<file path="src/rtl/rpc2_ctrl_reg_access_master.sv">
`default_nettype none
// ============================================================================
// Module   : rpc2_ctrl_reg_access_master
// Purpose  : Single-outstanding AXI4 master for the controller's AXIr register
//            port. A simple req/rsp command (write or read) becomes one
//            single-beat AXI transaction. The response code and read data are
//            returned on the rsp channel. A per-transaction watchdog recovers
//            from a slave that never answers.
// Ports    : AXIr_ACLK / AXIr_ARESET   - clock, asynchronous active-high reset
//            req_*                     - command in (valid/ready, write, addr,
//                                        wdata, wstrb)
//            rsp_*                     - response out (valid/ready, rdata,
//                                        resp, timeout)
//            AXIr_AW* / W* / B*        - AXI write address / data / response
//            AXIr_AR* / R*             - AXI read address / data
// Revision : 1.0 - initial release
// ============================================================================
module rpc2_ctrl_reg_access_master #(
   parameter int                  ID_WIDTH       = 4,
   parameter int                  ADDR_WIDTH     = 32,
   parameter int                  DATA_WIDTH     = 32,    // only 32 is supported
   parameter logic [ID_WIDTH-1:0] MASTER_ID      = '0,
   parameter int                  TIMEOUT_CYCLES = 1023   // must be >= 1
) (
   input  logic                    AXIr_ACLK,
   input  logic                    AXIr_ARESET,
   // command / response interface
   input  logic                    req_valid,
   output logic                    req_ready,
   input  logic                    req_write,
   input  logic [ADDR_WIDTH-1:0]   req_addr,
   input  logic [DATA_WIDTH-1:0]   req_wdata,
   input  logic [DATA_WIDTH/8-1:0] req_wstrb,
   output logic                    rsp_valid,
   input  logic                    rsp_ready,
   output logic [DATA_WIDTH-1:0]   rsp_rdata,
   output logic [1:0]              rsp_resp,
   output logic                    rsp_timeout,
   // write address channel
   output logic [ID_WIDTH-1:0]     AXIr_AWID,
   output logic [ADDR_WIDTH-1:0]   AXIr_AWADDR,
   output logic [7:0]              AXIr_AWLEN,
   output logic [2:0]              AXIr_AWSIZE,
   output logic [1:0]              AXIr_AWBURST,
   output logic                    AXIr_AWVALID,
   input  logic                    AXIr_AWREADY,
   // write data channel
   output logic [DATA_WIDTH-1:0]   AXIr_WDATA,
   output logic [DATA_WIDTH/8-1:0] AXIr_WSTRB,
   output logic                    AXIr_WLAST,
   output logic                    AXIr_WVALID,
   input  logic                    AXIr_WREADY,
   // write response channel
   input  logic [ID_WIDTH-1:0]     AXIr_BID,
   input  logic [1:0]              AXIr_BRESP,
   input  logic                    AXIr_BVALID,
   output logic                    AXIr_BREADY,
   // read address channel
   output logic [ID_WIDTH-1:0]     AXIr_ARID,
   output logic [ADDR_WIDTH-1:0]   AXIr_ARADDR,
   output logic [7:0]              AXIr_ARLEN,
   output logic [2:0]              AXIr_ARSIZE,
   output logic [1:0]              AXIr_ARBURST,
   output logic                    AXIr_ARVALID,
   input  logic                    AXIr_ARREADY,
   // read data channel
   input  logic [ID_WIDTH-1:0]     AXIr_RID,
   input  logic [DATA_WIDTH-1:0]   AXIr_RDATA,
   input  logic [1:0]              AXIr_RRESP,
   input  logic                    AXIr_RLAST,
   input  logic                    AXIr_RVALID,
   output logic                    AXIr_RREADY
);

   localparam int                   c_TIMER_W = $clog2(TIMEOUT_CYCLES + 1);
   localparam logic [c_TIMER_W-1:0] c_TIMEOUT = c_TIMER_W'(TIMEOUT_CYCLES);
   localparam logic [1:0]           c_SLVERR  = 2'b10;

   typedef enum logic [2:0] {
      ST_IDLE    = 3'd0,
      ST_WR_REQ  = 3'd1,
      ST_WR_RESP = 3'd2,
      ST_RD_REQ  = 3'd3,
      ST_RD_DATA = 3'd4,
      ST_RESP    = 3'd5
   } state_t;

   state_t                  r_state;
   state_t                  w_state_nxt;

   logic [ADDR_WIDTH-1:0]   r_addr;
   logic [DATA_WIDTH-1:0]   r_wdata;
   logic [DATA_WIDTH/8-1:0] r_wstrb;
   logic                    r_awvalid;
   logic                    r_wvalid;
   logic [c_TIMER_W-1:0]    r_timer;
   logic                    r_beat_seen;   // first R beat of this read already captured
   logic [DATA_WIDTH-1:0]   r_rsp_rdata;
   logic [1:0]              r_rsp_resp;
   logic                    r_rsp_timeout;

   logic w_accept;
   logic w_busy;
   logic w_aw_clear;
   logic w_w_clear;
   logic w_b_hs;
   logic w_r_hs;
   logic w_ar_hs;
   logic w_done_ok;
   logic w_expired;
   logic w_abort;
   logic w_bid_bad;
   logic w_rid_bad;
   logic w_unused_addr_lsb;

   // Register accesses are word aligned; the byte offset is dropped.
   assign w_unused_addr_lsb = ^req_addr[1:0];

   assign w_accept   = (r_state == ST_IDLE) && req_valid;
   assign w_busy     = (r_state == ST_WR_REQ) || (r_state == ST_WR_RESP) ||
                       (r_state == ST_RD_REQ) || (r_state == ST_RD_DATA);
   // A write channel is "clear" when it was never pending or handshakes now.
   assign w_aw_clear = !r_awvalid || AXIr_AWREADY;
   assign w_w_clear  = !r_wvalid  || AXIr_WREADY;
   assign w_b_hs     = (r_state == ST_WR_RESP) && AXIr_BVALID;
   assign w_r_hs     = (r_state == ST_RD_DATA) && AXIr_RVALID;
   assign w_ar_hs    = (r_state == ST_RD_REQ)  && AXIr_ARREADY;
   assign w_bid_bad  = (AXIr_BID != MASTER_ID);
   assign w_rid_bad  = (AXIr_RID != MASTER_ID);

   // A completing B/R handshake in the expiry cycle takes priority over the
   // watchdog; a non-final drain beat does not complete, so it still aborts.
   assign w_done_ok  = w_b_hs || (w_r_hs && AXIr_RLAST);
   assign w_expired  = w_busy && (r_timer == c_TIMEOUT);
   assign w_abort    = w_expired && !w_done_ok;

   // ------------------------------------------------------------------------
   // State register
   // ------------------------------------------------------------------------
   always_ff @(posedge AXIr_ACLK or posedge AXIr_ARESET) begin
      if (AXIr_ARESET) begin
         r_state <= ST_IDLE;
      end else begin
         r_state <= w_state_nxt;
      end
   end

   // ------------------------------------------------------------------------
   // Next state and state-decoded handshake outputs
   // ------------------------------------------------------------------------
   always_comb begin
      w_state_nxt  = r_state;
      req_ready    = 1'b0;
      rsp_valid    = 1'b0;
      AXIr_ARVALID = 1'b0;
      AXIr_BREADY  = 1'b0;
      AXIr_RREADY  = 1'b0;
      unique case (r_state)
         ST_IDLE: begin
            req_ready = 1'b1;
            if (req_valid) begin
               w_state_nxt = req_write ? ST_WR_REQ : ST_RD_REQ;
            end
         end
         ST_WR_REQ: begin
            if (w_abort) begin
               w_state_nxt = ST_RESP;
            end else if (w_aw_clear && w_w_clear) begin
               w_state_nxt = ST_WR_RESP;
            end
         end
         ST_WR_RESP: begin
            AXIr_BREADY = 1'b1;
            if (w_b_hs || w_abort) begin
               w_state_nxt = ST_RESP;
            end
         end
         ST_RD_REQ: begin
            AXIr_ARVALID = 1'b1;
            if (w_abort) begin
               w_state_nxt = ST_RESP;
            end else if (w_ar_hs) begin
               w_state_nxt = ST_RD_DATA;
            end
         end
         ST_RD_DATA: begin
            AXIr_RREADY = 1'b1;
            if ((w_r_hs && AXIr_RLAST) || w_abort) begin
               w_state_nxt = ST_RESP;
            end
         end
         ST_RESP: begin
            rsp_valid = 1'b1;
            if (rsp_ready) begin
               w_state_nxt = ST_IDLE;
            end
         end
         default: begin
            w_state_nxt = ST_IDLE;
         end
      endcase
   end

   // ------------------------------------------------------------------------
   // Command latch, write-channel valids, watchdog and response capture
   // ------------------------------------------------------------------------
   always_ff @(posedge AXIr_ACLK or posedge AXIr_ARESET) begin
      if (AXIr_ARESET) begin
         r_addr        <= '0;
         r_wdata       <= '0;
         r_wstrb       <= '0;
         r_awvalid     <= 1'b0;
         r_wvalid      <= 1'b0;
         r_timer       <= '0;
         r_beat_seen   <= 1'b0;
         r_rsp_rdata   <= '0;
         r_rsp_resp    <= 2'b00;
         r_rsp_timeout <= 1'b0;
      end else begin
         if (w_accept) begin
            r_addr        <= {req_addr[ADDR_WIDTH-1:2], 2'b00};
            r_wdata       <= req_wdata;
            r_wstrb       <= req_wstrb;
            r_awvalid     <= req_write;
            r_wvalid      <= req_write;
            r_timer       <= '0;
            r_beat_seen   <= 1'b0;
            r_rsp_timeout <= 1'b0;
         end

         if (w_busy) begin
            r_timer <= r_timer + 1'b1;
         end

         // AW and W retire independently on their own handshakes.
         if (r_state == ST_WR_REQ) begin
            if (AXIr_AWREADY) begin
               r_awvalid <= 1'b0;
            end
            if (AXIr_WREADY) begin
               r_wvalid <= 1'b0;
            end
         end

         if (w_b_hs) begin
            r_rsp_rdata <= '0;
            r_rsp_resp  <= w_bid_bad ? c_SLVERR : AXIr_BRESP;
         end

         // Only the first beat is reported; a burst answer to a single-beat
         // request is flagged as an error and the remaining beats are drained.
         if (w_r_hs) begin
            if (!r_beat_seen) begin
               r_beat_seen <= 1'b1;
               r_rsp_rdata <= AXIr_RDATA;
               r_rsp_resp  <= (w_rid_bad || !AXIr_RLAST) ? c_SLVERR : AXIr_RRESP;
            end else if (w_rid_bad) begin
               r_rsp_resp  <= c_SLVERR;
            end
         end

         // Hung-slave recovery: VALIDs are withdrawn without a handshake.
         if (w_abort) begin
            r_awvalid     <= 1'b0;
            r_wvalid      <= 1'b0;
            r_rsp_timeout <= 1'b1;
            r_rsp_resp    <= c_SLVERR;
            r_rsp_rdata   <= '0;
         end
      end
   end

   // ------------------------------------------------------------------------
   // Output mapping
   // ------------------------------------------------------------------------
   assign rsp_rdata    = r_rsp_rdata;
   assign rsp_resp     = r_rsp_resp;
   assign rsp_timeout  = r_rsp_timeout;

   assign AXIr_AWID    = MASTER_ID;
   assign AXIr_AWADDR  = r_addr;
   assign AXIr_AWLEN   = 8'd0;
   assign AXIr_AWSIZE  = 3'b010;
   assign AXIr_AWBURST = 2'b01;
   assign AXIr_AWVALID = r_awvalid;

   assign AXIr_WDATA   = r_wdata;
   assign AXIr_WSTRB   = r_wstrb;
   assign AXIr_WLAST   = 1'b1;
   assign AXIr_WVALID  = r_wvalid;

   assign AXIr_ARID    = MASTER_ID;
   assign AXIr_ARADDR  = r_addr;
   assign AXIr_ARLEN   = 8'd0;
   assign AXIr_ARSIZE  = 3'b010;
   assign AXIr_ARBURST = 2'b01;

endmodule
`default_nettype wire

</file>
<file path="config.mk">
export PLATFORM = sky130hd
export DESIGN_NAME = rpc2_ctrl_reg_access_master
export DESIGN_NICKNAME = d
export VERILOG_FILES = /design/src/rtl/rpc2_ctrl_reg_access_master.sv
export SDC_FILE = /design/constraint.sdc
export NUM_CORES = 1
export LEC_CHECK = 0
export CORE_UTILIZATION = 39
export CTS_CLUSTER_SIZE = 16
export DETAILED_ROUTE_END_ITERATION = 8
export PLACE_DENSITY = 0.87
export SLEW_MARGIN = 30
export SYNTH_ARGS = -nofsm -noshare
export SYNTH_HDL_FRONTEND = slang
export SYNTH_SLANG_ARGS = --single-unit
</file>
<file path="constraint.sdc">
create_clock -name AXIr_ACLK -period 5.8 [get_ports AXIr_ACLK]
set_clock_uncertainty 0.1 [all_clocks]
set_input_delay 1.16 -clock AXIr_ACLK [delete_from_list [all_inputs] [get_ports AXIr_ACLK]]
set_output_delay 1.16 -clock AXIr_ACLK [all_outputs]
set_load 0.03 [all_outputs]
</file>
## After elaboration in Yosys (flattened, before gate mapping)

Cells that the tools add are included.

| cells by class | value |
|---|---|
| equal/unequal tests | 12 |
| $add $sub $neg | 1 |
| muxes and demuxes | 41 |
| reduce and logical (&&, ||, !) cells | 27 |

Operators with widths:

| cell | number |
|---|---|
| 2-to-1 mux 32 bit | 4 |
| 2-to-1 mux 3 bit | 8 |
| 2-to-1 mux 10 bit | 2 |
| 2-to-1 mux 1 bit | 18 |
| one-hot mux 3 bit (6 select lines) | 1 |
| 2-to-1 mux 2 bit | 8 |
| adder 10 x 1 -> 10 bit, second input constant | 1 |
| equality test 10 bit, second input constant | 1 |
| logical OR 1 bit | 9 |
| logical AND 1 bit | 8 |
| nonzero test 4 bit | 2 |
| equality test 3 x 2 -> 1 bit, second input constant | 2 |
| equality test 3 bit, second input constant | 2 |
| AND reduction 6 bit | 1 |
| zero test 1 bit | 4 |
| != test 2 x 1 -> 1 bit, second input constant | 2 |
| != test 2 bit, second input constant | 2 |
| nonzero test 2 bit | 2 |
| equality test 3 x 1 -> 1 bit, second input constant | 1 |
| zero test 3 bit | 1 |
| != test 3 x 2 -> 1 bit, second input constant | 1 |
| != test 3 bit, second input constant | 1 |

| word-level totals | value |
|---|---|
| register bits | 117 |
| bits of input ports | 123 |
| word-level logic and storage cells | 92 |
| output and inout bits | 177 |

## Depth between registers and ports, before layout

Gate-level depths: netlist of run 1.

| depth | value |
|---|---|
| word-level depth | 9 |
| gate-level depth with buffers | 7 |

## Least setup slack after synthesis of run 1

OpenSTA, ideal clock, no wires.

| timing | value |
|---|---|
| path kind | flip-flop to output port |
| from | reg r_state[0] |
| to | out AXIr_RREADY |
| arrival time | 1377 ps |
| stages on the path, launching flop included | 3 |
| buffers on the path | 1 |
| path slack | 3163 ps |
| cell sequence | dfrtp_1 -> buf_2 -> nor3b_1 |

| on the way | value |
|---|---|
| longest elaborated chain between the ends | 2 |

Ends and longest elaborated chain:

| what | line | RTL |
|---|---|---|
| start, declared | 88 | `state_t r_state;` |
| start signal, assigned | 144 | `r_state <= w_state_nxt;` |
| equality test 3 bit | 158 | `unique case (r_state)` |
| 2-to-1 mux 1 bit | 158 |  |
| end, declared | 72 | `output logic AXIr_RREADY` |

Every way passes these cells.

## Final worst setup path of run 1

| timing | value |
|---|---|
| from | reg r_state[0] |
| to | out req_ready |

| on the way | value |
|---|---|
| longest elaborated chain between the ends | 2 |

Ends and longest elaborated chain:

| what | line | RTL |
|---|---|---|
| zero test 3 bit | 158 |  |
| 2-to-1 mux 1 bit | 158 |  |
| end, declared | 29 | `output logic req_ready,` |

Every way passes these cells.

==> summary.md, run 1 <==
| Metric | Value |
|---|---|
| Clock latency at the later pin of the worst-skew pair | `0.40 ns` |
| Final hold violation count | `0` |
| Gr ovfl total | `0` |
| Setup ws final | `2.30 ns` |
| Flop pwr share | `0.285` |
| Antenna diodes | `0` |
| Switching part of the total | `0.424` |
| Final setup viols | `0` |
| Fraction of layout cells with a size suffix above 1 | `0.0550` |
| Area taken by multi-input logic gates | `0.00198 sq mm` |
| Post-synth top area share | `0.536` |
| Die width | `120 microns` |
| Die extent in y | `120 microns` |
| Setup Total Neg Slack | `0 ns` |
| DIE AREA | `0.0145 sq mm` |
| Sequential cell area | `0.00293 sq mm` |
| Post-route ant nets | `0` |
| Vias | `approximately 4900` |
| Max clock buf depth | `2` |
| # DRC | `0` |
| Syn-to-layout area delta | `53.4%` |
| I/O Buffers | `258` |
| First-pass DRT Iterations | `5` |
| Clock root buffer | `clkbuf_16` |
| DRT iter0 DRCs | `about 270` |
| Slew margin rel. | `0.444` |
| H-tree levels | `4` |
| Crit path time final | `3.50 ns` |
| Number of I/O pins | `300` |
| Worst path arrival time | `around 2.2 ns` |
| GR Util All Layers | `0.207` |
| Clock tree sinks | `117` |
| Post-Synthesis Mean Instance Area | `just under 9 sq um` |
| Internal power | `2.82 mW` |
| Yosys warns | `0` |
| Hold WC Path Type | `reg2reg` |
| CTS tree | `done` |
| Filler cells | `1129` |
| Fmax | `between 200 and 300 MHz` |
| Non-filler cells, final | `1030` |
| Post-synth EDFFs | `0` |
| Max_cap viols | `0` |
| Asr flop ratio synth | `1.00` |
| Setup WS pre-CTS | `between 2 and 2.5 ns` |
| Setup repair bufs after CTS | `0` |
| Synth top area cells | `dfrtp_1 (54%), nand2_1 (17%), buf_4 (9.6%)` |
| # rows | `42` |
| TritonCTS buffer count | `17` |
| Worst Tran Pin Value | `0.833 ns` |
| Clock share of power | `0.207` |
| Post-CTS sizing | `0` |
| Top_reg_cell synth | `dfrtp_1` |
| Seq cells post-synth | `117` |
| Power Dens Cells | `585 mW/mm^2` |
| Clock transition at path regs | `approximately 0.05 ns` |
| Initial core utilization | `0.406` |
| WL/cell | `14.2 microns` |
| Period utilization | `0.603` |
| Final WL | `about 15000 microns` |
| Outcome | `completed` |
| NetSw | `2.08 mW` |
| Cells after Synth | `about 630` |
| Cell taking the most area after synthesis | `dfrtp_1` |
| Number of global-route vias before repair | `4665` |
| Crit path max fanout | `15` |
| Post-Syn Area | `0.00546 sq mm` |
| Initial antenna violation count | `0` |
| First-pass GRT wire length | `23600 microns` |
| Combinational share of power | `0.509` |
| Leak pwr | `3.87 nW` |
| CP required | `4.54 ns` |
| CP Class | `reg2out` |
| Critical Path Source Type | `register` |
| Sequential area share after synthesis | `0.536` |
| Dpl hpwl | `between 10000 and 15000 microns` |
| RD Place Congestion | `about 0.82` |
| Largest net degree at the start of global routing | `73` |
| Hold Buf Count CTS | `0` |
| Core Area | `0.0135 sq mm` |
| Max-slew violation count | `0` |
| RSZ-0062 raised after global routing | `no` |
| Critical Path Sink Type | `output port` |
| Peak VDD IR | `331 uV` |
| Placed Cells | `1001` |
| Via/cell ratio | `4.72` |
| Yosys cell types | `50` |
| Fin nets | `968` |
[layout make-up]
| class | instances | share of cell area |
|---|---|---|
| clock buffers | 26 | 0.0644 |
| clock inverters | 3 | 0.00478 |
| inverters | 7 | 0.00344 |
| multi-input cells | 436 | 0.237 |
| flip-flops and latches | 117 | 0.350 |
| well taps | 176 | 0.0263 |
| repair buffers | 265 | 0.315 |
[metal layers]
metal,vias to the layer above,part of all wire,track usage
met3,17,0.059,0.0514
met4,0,0.018,0.0779
met2,195,0.51,0.345
met5,-,0,0
li1,2344,-,-
met1,2301,0.42,0.258
[worst max-delay path, stage by stage, from the launching register on]
cell,delay (ns)
dfrtp_1,0.55
or3_4,0.51
inv_2,0.10
clkdlybuf4s50_1,0.67
[placed cells by master, fill, tap and decap left out, drive strengths merged, types with 3 or more instances in the layout]
master and n:
and3 4, conb 39, nor4 3, inv 7
nand4 3, clkdlybuf4s50 258, nor3b 3, dfrtp 117
o21ai 13, nor2 11, a21oi 41, buf 7
nand2 247, clkbuf 26, nand3 38
[state kept, by name, summed over array words and instances (netlist names), 2 cells and up]
name	flops
r_timer	10
rsp_rdata	32
AXIr_WDATA	32
AXIr_WSTRB	4
r_state	3
AXIr_ARADDR	30
rsp_resp	2
[synth_stat cells (all sizes together) (2+ instances only)]
master	number
and3	4
conb	2
nor4	3
a311oi	2
o21ai	13
clkbuf	21
nand4	3
nand3	38
nand2b	2
nand2	247
dfrtp	117
nand4bb	2
nor3	2
buf	82
nor3b	3
a21oi	41
a22oi	2
o211ai	2
inv	7
a31oi	2
nor2	11
[stage by stage]
step | util | total power, mW | cell area (sq um) | hold slack [ns]
final | 0.622 | 4.90 | 8370 | 0.369
after global routing | 0.622 | 5.18 | 8370 | 0.386
after CTS | 0.622 | 4.94 | 8370 | 0.374
after detailed placement | 0.579 | 3.91 | 7790 | 0.361
after global placement | 0.579 | 3.84 | 7790 | 0.357
after floorplan | - | 3.00 | 5600 | 0.348
[power by group through the flow]
stage	Clock (mW)	Combinational, mW	Sequential, mW
2_1_floorplan	0	1.07	1.93
3_3_place_gp	0	2.46	1.38
3_5_place_dp	0	2.50	1.40
4_1_cts	1.03	2.51	1.39
5_1_grt	1.08	2.66	1.44
6_report	1.01	2.49	1.39
[worst paths after layout]
kind / end / slack [ns] / depth (start not counted) / startpoint
min in group asynchronous: rsp_rdata[28] / 1.21 / 3 / AXIr_ARESET
setup reg to reg: r_state[2] / 3.18 / 7 / r_state[0]
max in group asynchronous: r_timer[7] / 3.77 / 3 / AXIr_ARESET
setup / recovery: req_ready / 2.30 / 3 / r_state[0]
hold / removal: AXIr_WDATA[7] / 0.37 / 2 / AXIr_WDATA[7]
hold reg to reg: AXIr_WDATA[7] / 0.37 / 2 / AXIr_WDATA[7]
[kinds of logic after synthesis]
| kind of cell | after synthesis | synth area share |
|---|---|---|
| other cells | 2 | 0.00138 |
| simple gates | 321 | 0.251 |
| fa+ha+maj | 1 | 0.00229 |
| xor+xnor | 1 | 0.00160 |
| compound gates | 73 | 0.0781 |
| buf+inv | 110 | 0.128 |
| mux | 1 | 0.00183 |
| flops | 117 | 0.536 |
(Power assumes the default switching activity.)
==> run 2, diff against run 1 <==
Clock period 5.8 ns to 3.5 ns, I/O delays scaled along.
==> run 2 against run 1 <==
  * Clock power rose by 75%
  * Cell count barely moved
  * First-iteration DRC count rose by 5.5%
  * Die area did not move
  * Sequential power rose by 65%
  * Via count rose by 0.62%
  * Count of clock-buffer cells in the layout fell by 5
  * Worst setup slack got worse by 1.8 ns
  * Highest routed layer unchanged
  * Global-route usage rose by 0.20 points
  * Routed wire length rose by 2.5%
  * Register-to-register slack got worse by 2.1 ns
  * Total power rose by 68%
  * Largest power group unchanged
==> summary.md, run 2 (synthesis results as in run 1) <==
| Metric | Value |
|---|---|
| Outcome | `completed` |
| Leading cell type in the layout, fill and taps excluded | `clkdlybuf4s50_1` |
| Critical Path Sink Type | `output port` |
| Hold Buf Count CTS | `0` |
| Post-route ant nets | `0` |
| # DRC | `0` |
| Fmax | `around 330 MHz` |
| Number of global-route vias before repair | `4729` |
| Crit path time final | `3.02 ns` |
| Antenna diodes | `0` |
| Non-filler cells, final | `1031` |
| Largest net degree at the start of global routing | `118` |
| Max_cap viols | `0` |
| WL/cell | `14.6 microns` |
| Initial antenna violation count | `0` |
| Initial core utilization | `0.406` |
| Setup ws final | `0.482 ns` |
| Max clock buf depth | `2` |
| Clock transition at path regs | `0.05 ns` |
| Power Dens Cells | `976 mW/mm^2` |
| CP Class | `reg2out` |
| Gr ovfl total | `0` |
| Core Area | `0.0135 sq mm` |
| Most frequent cells in the layout | `clkdlybuf4s50_1 (258), nand2_1 (245), dfrtp_1 (117), a21oi_1 (41), conb_1 (39)` |
| H-tree levels | `4` |
| Fraction of layout cells with a size suffix above 1 | `0.0573` |
| RD Place Congestion | `0.814` |
| Peak VDD IR | `501 uV` |
| Setup repair bufs after CTS | `0` |
| CTS tree | `done` |
| CP required | `around 2.7 ns` |
| Worst path arrival time | `2.22 ns` |
| Die width | `about 120 microns` |
| Hold WC Path Type | `reg2reg` |
| First-pass GRT wire length | `23600 microns` |
| Placed Cells | `1001` |
| Number of I/O pins | `300` |
| Max-slew violation count | `0` |
| Final WL | `15000 microns` |
| First-pass DRT Iterations | `7` |
| Crit path max fanout | `15` |
| Fin nets | `968` |
| Setup Total Neg Slack | `0 ns` |
| Die extent in y | `120 microns` |
| Leak pwr | `3.89 nW` |
| TritonCTS buffer count | `17` |
| Final Hold Slack | `0.370 ns` |
| DIE AREA | `0.0145 sq mm` |
| Slew margin rel. | `0.506` |
| Final setup viols | `0` |
| Setup WS pre-CTS | `~0.80 ns` |
| Period utilization | `0.862` |
| GR Util All Layers | `0.209` |
| Clock root buffer | `clkbuf_16` |
| Worst Tran Pin Value | `0.738 ns` |
| I/O Buffers | `~260` |
| Filler cells | `1118` |
| RSZ-0062 raised after global routing | `no` |
| Clock latency at the later pin of the worst-skew pair | `0.40 ns` |
| # rows | `42` |
| Post-CTS sizing | `0` |
| Clock tree sinks | `117` |
| Dpl hpwl | `10600 microns` |
| Critical Path Source Type | `register` |
| DRT iter0 DRCs | `288` |
| Vias | `4887` |
| Final hold violation count | `0` |
| Via/cell ratio | `4.74` |
| Syn-to-layout area delta | `54.6%` |
## run 2: cell count changes in the layout (fill, tap and decap cells not counted), sizes merged
cell	previous run	this run
clkinvlp	0	2
bufinv	1	3
inv	7	6
clkbuf	26	21
clkinv	2	5
## run 2: layer usage
metal,GRT usage,part of all wire,vias up
li1,-,-,2351
met1,0.252,0.41,2336
met2,0.355,0.52,177
met3,0.0476,0.050,23
met4,0.0918,0.021,0
met5,0,0,-
## run 2: path summary, 6_finish.rpt
path	cells after the start	from	slack [ns]	end
setup reg to reg	5	r_state[0]	1.07	rsp_resp[1]
max in group asynchronous	3	AXIr_ARESET	2.07	rsp_rdata[0]
hold / removal	2	AXIr_WDATA[30]	0.37	AXIr_WDATA[30]
hold reg to reg	2	AXIr_WDATA[30]	0.37	AXIr_WDATA[30]
setup / recovery	3	r_state[0]	0.48	req_ready
min in group asynchronous	3	AXIr_ARESET	0.73	rsp_rdata[29]
## run 2: worst max-delay path, stage by stage, from the launching register on
cell and delay (ns):
dfrtp_1 0.54, or3_4 0.50, inv_2 0.10, clkdlybuf4s50_1 0.67
## run 2: per-stage QoR
step,power [mW],utilization,cell area (sq um)
floorplan,4.97,-,5600
finish,8.24,0.627,8440
global placement,6.39,0.582,7830
detailed placement,6.51,0.582,7830
CTS,8.31,0.627,8440
global route,8.68,0.627,8440
## run 2: final cells by class
type,count,area (sq um),area share
inverter,7,30.0,0.00356
multi-input combinational,436,1980,0.235
clock inverter,9,126,0.0150
sequential,117,2930,0.347
tap,176,220,0.0261
timing repair buffer,265,2670,0.317
clock buffer,21,480,0.0569
## run 2: power by group
group          internal (mW)  switching (mW)  leakage (nW)
clock network           1.18           0.589         0.301
logic                   1.68            2.49          2.09
registers               1.90           0.399          1.49
